===== src/rtl/axi_req_arbiter.sv =====
// axi_req_arbiter: two-requester round-robin front end onto a single AXI4
// master port. One single-beat transaction is in flight at a time; the
// owning requester gets a one-cycle accept pulse at grant and a one-cycle
// completion pulse (with read data and error flag) when the slave answers.
//
//   state        | meaning
//   -------------+----------------------------------------------------------
//   IDLE         | waiting for a request; grants round-robin and latches it
//   WR_ADDR_DATA | AW and W presented together, each until its handshake
//   WR_RESP      | BREADY high, waiting for the write response
//   RD_ADDR      | ARVALID high, waiting for ARREADY
//   RD_DATA      | RREADY high, absorbing beats until RLAST
//   RESP         | one-cycle RSP_VALID to the owner, then back to IDLE
module axi_req_arbiter #(
    parameter int AXI_ADDR_WIDTH = 32,
    parameter int AXI_DATA_WIDTH = 64,
    parameter int AXI_ID_WIDTH   = 4
) (
    input  logic                            clk,
    input  logic                            rst_n,

    input  logic [1:0]                      REQ_VALID,
    input  logic [1:0]                      REQ_WRITE,
    input  logic [2*AXI_ADDR_WIDTH-1:0]     REQ_ADDR,
    input  logic [2*AXI_DATA_WIDTH-1:0]     REQ_WDATA,
    input  logic [2*AXI_DATA_WIDTH/8-1:0]   REQ_WSTRB,
    output logic [1:0]                      REQ_READY,
    output logic [1:0]                      RSP_VALID,
    output logic [AXI_DATA_WIDTH-1:0]       RSP_RDATA,
    output logic                            RSP_ERR,

    output logic [AXI_ADDR_WIDTH-1:0]       M_AXI_AWADDR,
    output logic                            M_AXI_AWVALID,
    output logic [AXI_ID_WIDTH-1:0]         M_AXI_AWID,
    output logic [7:0]                      M_AXI_AWLEN,
    output logic [2:0]                      M_AXI_AWSIZE,
    output logic [1:0]                      M_AXI_AWBURST,
    input  logic                            M_AXI_AWREADY,

    output logic [AXI_DATA_WIDTH-1:0]       M_AXI_WDATA,
    output logic [AXI_DATA_WIDTH/8-1:0]     M_AXI_WSTRB,
    output logic                            M_AXI_WVALID,
    output logic                            M_AXI_WLAST,
    input  logic                            M_AXI_WREADY,

    input  logic [1:0]                      M_AXI_BRESP,
    input  logic                            M_AXI_BVALID,
    input  logic [AXI_ID_WIDTH-1:0]         M_AXI_BID,
    output logic                            M_AXI_BREADY,

    output logic [AXI_ADDR_WIDTH-1:0]       M_AXI_ARADDR,
    output logic                            M_AXI_ARVALID,
    output logic [AXI_ID_WIDTH-1:0]         M_AXI_ARID,
    output logic [7:0]                      M_AXI_ARLEN,
    output logic [2:0]                      M_AXI_ARSIZE,
    output logic [1:0]                      M_AXI_ARBURST,
    input  logic                            M_AXI_ARREADY,

    input  logic [AXI_DATA_WIDTH-1:0]       M_AXI_RDATA,
    input  logic [1:0]                      M_AXI_RRESP,
    input  logic                            M_AXI_RVALID,
    input  logic [AXI_ID_WIDTH-1:0]         M_AXI_RID,
    input  logic                            M_AXI_RLAST,
    output logic                            M_AXI_RREADY
);

    localparam int STRB_WIDTH = AXI_DATA_WIDTH / 8;

    typedef enum logic [2:0] {
        IDLE         = 3'd0,
        WR_ADDR_DATA = 3'd1,
        WR_RESP      = 3'd2,
        RD_ADDR      = 3'd3,
        RD_DATA      = 3'd4,
        RESP         = 3'd5
    } state_t;

    state_t state;
    state_t state_nxt;

    // Arbitration bookkeeping; last_grant resets to 1 so requester 0 wins first.
    logic                       run;
    logic                       last_grant;
    logic                       owner;
    logic                       grant_idx;
    logic                       grant_any;
    logic [AXI_ID_WIDTH-1:0]    grant_id;

    // Latched request payload.
    logic [AXI_ADDR_WIDTH-1:0]  addr_q;
    logic [AXI_DATA_WIDTH-1:0]  wdata_q;
    logic [STRB_WIDTH-1:0]      wstrb_q;

    // Registered handshake outputs and their next values.
    logic awvalid_q, wvalid_q, bready_q, arvalid_q, rready_q;
    logic awvalid_nxt, wvalid_nxt, bready_nxt, arvalid_nxt, rready_nxt;
    logic aw_done_q, w_done_q;
    logic aw_done_nxt, w_done_nxt;

    // Completion payload.
    logic                       err_q;
    logic [AXI_DATA_WIDTH-1:0]  rdata_q;

    logic aw_hs, w_hs, b_hs, ar_hs, r_hs;
    logic aw_ok, w_ok;

    assign aw_hs = awvalid_q & M_AXI_AWREADY;
    assign w_hs  = wvalid_q  & M_AXI_WREADY;
    assign b_hs  = bready_q  & M_AXI_BVALID;
    assign ar_hs = arvalid_q & M_AXI_ARREADY;
    assign r_hs  = rready_q  & M_AXI_RVALID;

    assign aw_ok = aw_done_q | aw_hs;
    assign w_ok  = w_done_q  | w_hs;

    assign grant_id = AXI_ID_WIDTH'(owner);

    // Round-robin pick: on contention the requester not granted last wins.
    always_comb begin
        grant_idx = REQ_VALID[1];
        if (REQ_VALID == 2'b11) begin
            grant_idx = ~last_grant;
        end
    end

    // run is a flop held low by reset, so no grant (and no REQ_READY) while
    // rst_n is low and during the first edge after release.
    assign grant_any = run && (state == IDLE) && (REQ_VALID != 2'b00);

    // Accept pulse to the granted requester, only in the grant cycle.
    always_comb begin
        REQ_READY = 2'b00;
        if (grant_any) begin
            REQ_READY[grant_idx] = 1'b1;
        end
    end

    // State register.
    always_ff @(posedge clk or negedge rst_n) begin
        if (!rst_n) begin
            state <= IDLE;
        end else begin
            state <= state_nxt;
        end
    end

    // Next-state and next values for the registered slave-side handshakes.
    always_comb begin
        state_nxt   = state;
        awvalid_nxt = 1'b0;
        wvalid_nxt  = 1'b0;
        bready_nxt  = 1'b0;
        arvalid_nxt = 1'b0;
        rready_nxt  = 1'b0;
        aw_done_nxt = aw_done_q;
        w_done_nxt  = w_done_q;
        case (state)
            IDLE: begin
                if (grant_any) begin
                    aw_done_nxt = 1'b0;
                    w_done_nxt  = 1'b0;
                    if (REQ_WRITE[grant_idx]) begin
                        state_nxt   = WR_ADDR_DATA;
                        awvalid_nxt = 1'b1;
                        wvalid_nxt  = 1'b1;
                    end else begin
                        state_nxt   = RD_ADDR;
                        arvalid_nxt = 1'b1;
                    end
                end
            end
            WR_ADDR_DATA: begin
                aw_done_nxt = aw_ok;
                w_done_nxt  = w_ok;
                awvalid_nxt = awvalid_q & ~M_AXI_AWREADY;
                wvalid_nxt  = wvalid_q  & ~M_AXI_WREADY;
                if (aw_ok && w_ok) begin
                    state_nxt  = WR_RESP;
                    bready_nxt = 1'b1;
                end
            end
            WR_RESP: begin
                if (b_hs) begin
                    state_nxt = RESP;
                end else begin
                    bready_nxt = 1'b1;
                end
            end
            RD_ADDR: begin
                if (ar_hs) begin
                    state_nxt  = RD_DATA;
                    rready_nxt = 1'b1;
                end else begin
                    arvalid_nxt = 1'b1;
                end
            end
            RD_DATA: begin
                if (r_hs && M_AXI_RLAST) begin
                    state_nxt = RESP;
                end else begin
                    rready_nxt = 1'b1;
                end
            end
            RESP: begin
                state_nxt = IDLE;
            end
            default: begin
                state_nxt = IDLE;
            end
        endcase
    end

    // Handshake output registers; nothing reaches a VALID combinationally.
    always_ff @(posedge clk or negedge rst_n) begin
        if (!rst_n) begin
            awvalid_q <= 1'b0;
            wvalid_q  <= 1'b0;
            bready_q  <= 1'b0;
            arvalid_q <= 1'b0;
            rready_q  <= 1'b0;
            aw_done_q <= 1'b0;
            w_done_q  <= 1'b0;
        end else begin
            awvalid_q <= awvalid_nxt;
            wvalid_q  <= wvalid_nxt;
            bready_q  <= bready_nxt;
            arvalid_q <= arvalid_nxt;
            rready_q  <= rready_nxt;
            aw_done_q <= aw_done_nxt;
            w_done_q  <= w_done_nxt;
        end
    end

    // Grant bookkeeping and request payload latch.
    always_ff @(posedge clk or negedge rst_n) begin
        if (!rst_n) begin
            run        <= 1'b0;
            last_grant <= 1'b1;
            owner      <= 1'b0;
            addr_q     <= '0;
            wdata_q    <= '0;
            wstrb_q    <= '0;
        end else begin
            run <= 1'b1;
            if (grant_any) begin
                last_grant <= grant_idx;
                owner      <= grant_idx;
                addr_q     <= grant_idx ? REQ_ADDR[2*AXI_ADDR_WIDTH-1:AXI_ADDR_WIDTH]
                                        : REQ_ADDR[AXI_ADDR_WIDTH-1:0];
                wdata_q    <= grant_idx ? REQ_WDATA[2*AXI_DATA_WIDTH-1:AXI_DATA_WIDTH]
                                        : REQ_WDATA[AXI_DATA_WIDTH-1:0];
                wstrb_q    <= grant_idx ? REQ_WSTRB[2*STRB_WIDTH-1:STRB_WIDTH]
                                        : REQ_WSTRB[STRB_WIDTH-1:0];
            end
        end
    end

    // Response capture: B status, or every R beat (the last beat's data wins).
    always_ff @(posedge clk or negedge rst_n) begin
        if (!rst_n) begin
            err_q   <= 1'b0;
            rdata_q <= '0;
        end else begin
            if ((state == WR_RESP) && b_hs) begin
                err_q <= (M_AXI_BRESP != 2'b00) || (M_AXI_BID != grant_id);
            end
            if ((state == RD_DATA) && r_hs) begin
                rdata_q <= M_AXI_RDATA;
                if (M_AXI_RLAST) begin
                    err_q <= (M_AXI_RRESP != 2'b00) || (M_AXI_RID != grant_id);
                end
            end
        end
    end

    assign RSP_VALID = (state == RESP) ? (owner ? 2'b10 : 2'b01) : 2'b00;
    assign RSP_ERR   = (state == RESP) && err_q;
    assign RSP_RDATA = rdata_q;

    assign M_AXI_AWADDR  = addr_q;
    assign M_AXI_AWVALID = awvalid_q;
    assign M_AXI_AWID    = grant_id;
    assign M_AXI_AWLEN   = 8'd0;
    assign M_AXI_AWSIZE  = 3'd3;
    assign M_AXI_AWBURST = 2'b01;

    assign M_AXI_WDATA   = wdata_q;
    assign M_AXI_WSTRB   = wstrb_q;
    assign M_AXI_WVALID  = wvalid_q;
    assign M_AXI_WLAST   = 1'b1;

    assign M_AXI_BREADY  = bready_q;

    assign M_AXI_ARADDR  = addr_q;
    assign M_AXI_ARVALID = arvalid_q;
    assign M_AXI_ARID    = grant_id;
    assign M_AXI_ARLEN   = 8'd0;
    assign M_AXI_ARSIZE  = 3'd3;
    assign M_AXI_ARBURST = 2'b01;

    assign M_AXI_RREADY  = rready_q;

endmodule


===== config.mk =====
export PLATFORM = sky130hd
export DESIGN_NAME = axi_req_arbiter
export DESIGN_NICKNAME = d
export VERILOG_FILES = /design/src/rtl/axi_req_arbiter.sv
export SDC_FILE = /design/constraint.sdc
export NUM_CORES = 1
export LEC_CHECK = 0
export BUFFER_PORTS_ARGS = -buffer_cell sky130_fd_sc_hd__buf_2
export CAP_MARGIN = 20
export CORE_AREA = 3 3 211 213
export DETAILED_ROUTE_END_ITERATION = 16
export DIE_AREA = 0 0 214 216
export GPL_TIMING_DRIVEN = 1
export SYNTH_ARGS = -nofsm -noshare
export SYNTH_HDL_FRONTEND = slang
export SYNTH_SLANG_ARGS = --single-unit

===== constraint.sdc =====
create_clock -name clk -period 2.2 [get_ports clk]
set_input_delay 0 -clock clk [delete_from_list [all_inputs] [get_ports clk]]
set_output_delay 0 -clock clk [all_outputs]
set_load 0.005 [all_outputs]

## Word-level counts from Yosys, hierarchy flattened

Cells that the tools add are included.

- Magnitude comparators: 2
- Eq/ne operators: 13
- Mux-type cells: 38
- Bitwise gates (word level): 12
- Reduce and logical (&&, ||, !) cells: 17

Operators by type and width:

| operator | number |
|---|---|
| 64-bit two-way mux | 1 |
| 32-bit two-way mux | 1 |
| 1-bit two-way mux | 17 |
| 3-bit two-way mux | 5 |
| 3-bit case mux with 5 select lines | 1 |
| 1-bit case mux with 2 select lines | 7 |
| 2-bit != test (second input constant) | 5 |
| 1-bit logical AND | 8 |
| 2-bit two-way mux | 4 |
| 8-bit two-way mux | 1 |
| 4-bit by 1-bit != test with 1-bit output | 2 |
| 2-bit nonzero test | 4 |
| 1-bit AND | 7 |
| 3-bit by 2-bit equality test with 1-bit output (second input constant) | 2 |
| 3-bit equality test (second input constant) | 2 |
| 5-bit AND reduction | 1 |
| 3-bit by 1-bit equality test with 1-bit output (second input constant) | 1 |
| 3-bit zero test | 1 |
| 1-bit inverter | 3 |
| 2-bit equality test (second input constant) | 1 |
| 1-bit logical OR | 2 |
| 1-bit by 2-bit less-than comparator with 1-bit output (second input constant) | 1 |
| 1-bit OR | 2 |
| 2-bit AND reduction | 1 |
| other kinds (2) | 2 |

- Word-level logic and storage cells: 98
- Register bits: 182
- Input port bits: 296
- Output and inout bits: 245

## Logic depth before layout (Yosys ltp)

- Depth after elaboration: 7
- Gate-level depth with buffers: 8
- Gate-level depth less buffers: 4

## Worst setup path after synthesis

OpenSTA, ideal clock, no wires.

- Path type: register -> register
- From: register state[1]
- To: register addr_q[10], in the netlist M_AXI_ARADDR[10]
- Slack: 0.555 ns
- Library setup time: 0.132 ns
- Cell stages (with the launch flop): 8
- Data required time: 2.068 ns
- Period minus slack after synthesis: 1.645 ns
- Arrival: 1.513 ns
- Path through: dfrtp_1 -> or4_1 -> buf_2 -> buf_6 -> buf_6 -> buf_6 -> nand2_1 -> o21ai_1

- Cells in the longest elaborated chain, start to end: 3

Ends and longest elaborated chain:

| element | RTL line | source |
|---|---|---|
| from (decl) | 78 | `state_t state;` |
| from (signal assigned) | 143 | `state <= state_nxt;` |
| 3-bit zero test | 128 | `assign grant_any = run && (state == IDLE) && (REQ_VALID != 2'b00);` |
| 1-bit logical AND (2 in series) | 128 |  |
| to (signal assigned) | 248 | `addr_q <= grant_idx ? REQ_ADDR[2*AXI_ADDR_WIDTH-1:AXI_ADDR_WIDTH]` |
| to (decl) | 90 | `logic [AXI_ADDR_WIDTH-1:0] addr_q;` |

Every way passes these cells.
A chain may end at the register's enable or synchronous reset.

## Worst setup path after layout

- From: register last_grant
- To: register addr_q[27], in the netlist M_AXI_ARADDR[27]

- Cells in the longest elaborated chain, start to end: 3

Ends and longest elaborated chain:

| element | RTL line | source |
|---|---|---|
| from (decl) | 83 | `logic last_grant;` |
| from (signal assigned) | 246 | `last_grant <= grant_idx;` |
| 1-bit inverter | 122 | `grant_idx = ~last_grant;` |
| 1-bit two-way mux | 121 | `if (REQ_VALID == 2'b11) begin` |
| 32-bit two-way mux | 248 |  |

Every way passes these cells.

==> impl_metrics.yaml <==
pwr:
  finalPower_uw: 14500
  switching_share: 0.348
  share_comb_of_total_power: 0.395
  power_frac_clock: 0.205
  power.leakage_uw: 0.00778
  ir_drop_mv: 0.431
  intPower_uw: 9470
  power_switching_uw: 5050
  seqPwrFrac: 0.399
  power_density_nw_per_um2: 975
clocking:
  clock-sinks: 182
  htree_num_levels: 4
  clkTransAtPathRegs_ns: 0.08
  cts_root_buf: "clkbuf_16"
  clock_latency_ns: 0.46
  cts_tree: "yes"
  clock_path_buffers: 2
  cts_made_buffers: 17
routing:
  wl_met1_mm: 12.3
  wl_met3_mm: 1.88
  vias: 8358
  ant_nets: 0
  wirelength_mm: 31.5
  topRoutingLayerUsed: "met4"
  drc: 0
  vias_per_cell: 3.98
  dr.pass1.iters: 4
  wire_per_inst_um: 15.0
  drtIter0Drc: 298
  wl_met2_mm: 16.2
worst_setup_path:
  cp.required_ns: 2.52
  cp-start-kind: "flip-flop"
  crit_path_cell_trace: "a21boi_4, buf_12, buf_4, mux2i_1, dlygate4sd3_1, o21ai_1"
  cp_max_fo: 29
  end_kind: "flip-flop"
  path_class: "flip-flop to flip-flop"
  cp.arrival_ns: 2.45
  cpMaxStageDelayCell: "dlygate4sd3_1"
  crit_family: "buffers and inverters"
  crit_path_max_incr_delay_ns: 0.58
  cp_num_buf_inv: 3
placed_design:
  dp_hpwl_mm: 20.9
  portBuffers: 507
  place_congestion: 0.886
  placed_cells: 1776
global_routing:
  grt_max_degree: 113
  grt_usage: 0.133
  antenna_found_initial: 1
  gr-total-overflow: 0
  grt_first_pass_wirelength_mm: 48.7
  grt_pass1_vias: 9204
floorplan:
  rows: 76
  die_h_um: 216
  dieArea_sq_um: 46200
  die_w_um: 214
  core_sq_um: 42900
  initial_core_util: 0.196
  ios: 541
sta:
  min_period_ns: 2.13
  hold_viol: 0
  post-route-period-util: 0.967
  setup_viol: 0
  fin_skew_ns: 0.0108
  holdWs_ns: 0.153
  tightest_slew_ns: 0.665
  slew_headroom: 0.556
  drv_slew: 0
  max_freq_mhz: 470
final_layout:
  finalNetCount: 1798
  fin_cells: 2099
  most-common-layout-cells: "buf_2, dlygate4sd3_1, dfrtp_1"
  layout_commonest_cell: "buf_2"
  drive_above_1_share: 0.426
  diodes: 0
  area_growth_pct: 77.4
synth:
  syn_area_sq_um: 8400
  synth.distinct_cells: 37
  synthCells: 732
  synth_seq_cells: 182
  syn_area_per_cell_sq_um: 11.5
  ys_warn_count: 0
  seq_area_frac_synth: 0.542
worst_hold_path:
  min_path_type: "input port to asynchronous set/reset pin"
flow_run:
  maxCapViolCount: 0
outcome:
  status: "finished, final reports clean"
state kept, by name (all words and copies together) (netlist names), 3 cells and up:
name and count:
M_AXI_ARADDR 32, M_AXI_WDATA 64, M_AXI_WSTRB 8, RSP_RDATA 64
state 3
layout make-up:
| cell class | instances | area (sq um) |
|---|---|---|
| well taps | 585 | 732 |
| multi-input cells | 469 | 3200 |
| flip-flops and latches | 182 | 4560 |
| clock buffers | 18 | 429 |
| repair buffers | 832 | 5850 |
| clock inverters | 13 | 128 |
| fillers | 4250 | 28000 |
synthesized netlist by cell type (all sizes together):
| master | number | area share |
|---|---|---|
| dfrtp | 181 | 0.54 |
| nand2 | 110 | 0.049 |
| o21ai | 110 | 0.066 |
| mux2i | 107 | 0.13 |
| buf | 103 | 0.089 |
| mux2 | 65 | 0.087 |
| clkbuf | 10 | 0.0049 |
| nor2 | 7 | 0.0031 |
| a21oi | 5 | 0.0030 |
| nand3 | 3 | 0.0018 |
| nor3 | 3 | 0.0018 |
| nor3b | 3 | 0.0033 |
| a21o | 2 | 0.0018 |
| a22o | 2 | 0.0021 |
| and4b | 2 | 0.0024 |
| conb | 2 | 0.00089 |
| nand3b | 2 | 0.0018 |
| or4 | 2 | 0.0018 |
| a21boi | 1 | 0.00089 |
| a22oi | 1 | 0.00089 |
| and2 | 1 | 0.00075 |
| and3 | 1 | 0.00075 |
| and3b | 1 | 0.0010 |
| dfstp | 1 | 0.0031 |
| nand4 | 1 | 0.00075 |
| nor2b | 1 | 0.00075 |
| nor4 | 1 | 0.00075 |
| nor4bb | 1 | 0.0012 |
| o41ai | 1 | 0.0010 |
| xnor2 | 1 | 0.0010 |
| xor2 | 1 | 0.0010 |
kinds of logic after synthesis:
logic type	Yosys count	synth area share
DFF	182	0.542
muxes	172	0.215
and+or+nand+nor	139	0.0711
AOI/OAI and AO/OA	122	0.0752
buffers and inverters	113	0.0936
xor gates and xnor gates	2	0.00209
other	2	0.000894
stage by stage:
step / setup WS (ns) / area [sq um] / setup TNS (ns) / util
after global placement: 0.347 / 11400 / 0 / 0.266
after detailed placement: 0.367 / 11400 / 0 / 0.266
after CTS: 0.0109 / 14800 / 0 / 0.346
after floorplan: 0.555 / 8520 / 0 / -
final: 0.0722 / 14900 / 0 / 0.347
after global routing: -0.00182 / 14900 / -0.00182 / 0.347
repair_timing:
item,in CTS,in global routing
gates resized for setup,0,5
hold endpoints to repair,246,0
setup endpoints to repair,0,23
hold buffers,288,0
buffers inserted,0,3
final timing paths:
check | start | endpoint | slack (ns) | cells past startpoint
setup / recovery | last_grant | M_AXI_ARADDR[27] | 0.07 | 6
hold / removal | rst_n | RSP_RDATA[10] | 0.15 | 2
setup reg to reg | last_grant | M_AXI_ARADDR[27] | 0.07 | 6
hold reg to reg | M_AXI_WDATA[0] | M_AXI_WDATA[0] | 0.48 | 2
max in group asynchronous | rst_n | RSP_RDATA[29] | 1.37 | 3
min in group clk | REQ_VALID[1] | M_AXI_ARVALID | 0.17 | 4
routing by layer:
layer / GRT usage / vias to the layer above
met5: 0 / -
met4: 0.0681 / 0
met3: 0.0337 / 70
met2: 0.240 / 352
met1: 0.143 / 3994
li1: - / 3942
power groups by stage:
stage	sequential (uW)	clock, uW	combinational, uW
after floorplan	5850	0	2620
after global placement	5800	0	5010
after detailed placement	5840	0	5120
after CTS	5800	3110	5660
after global routing	6000	3230	6350
final	5800	2980	5740
Power figures use the tool's default switching activity.
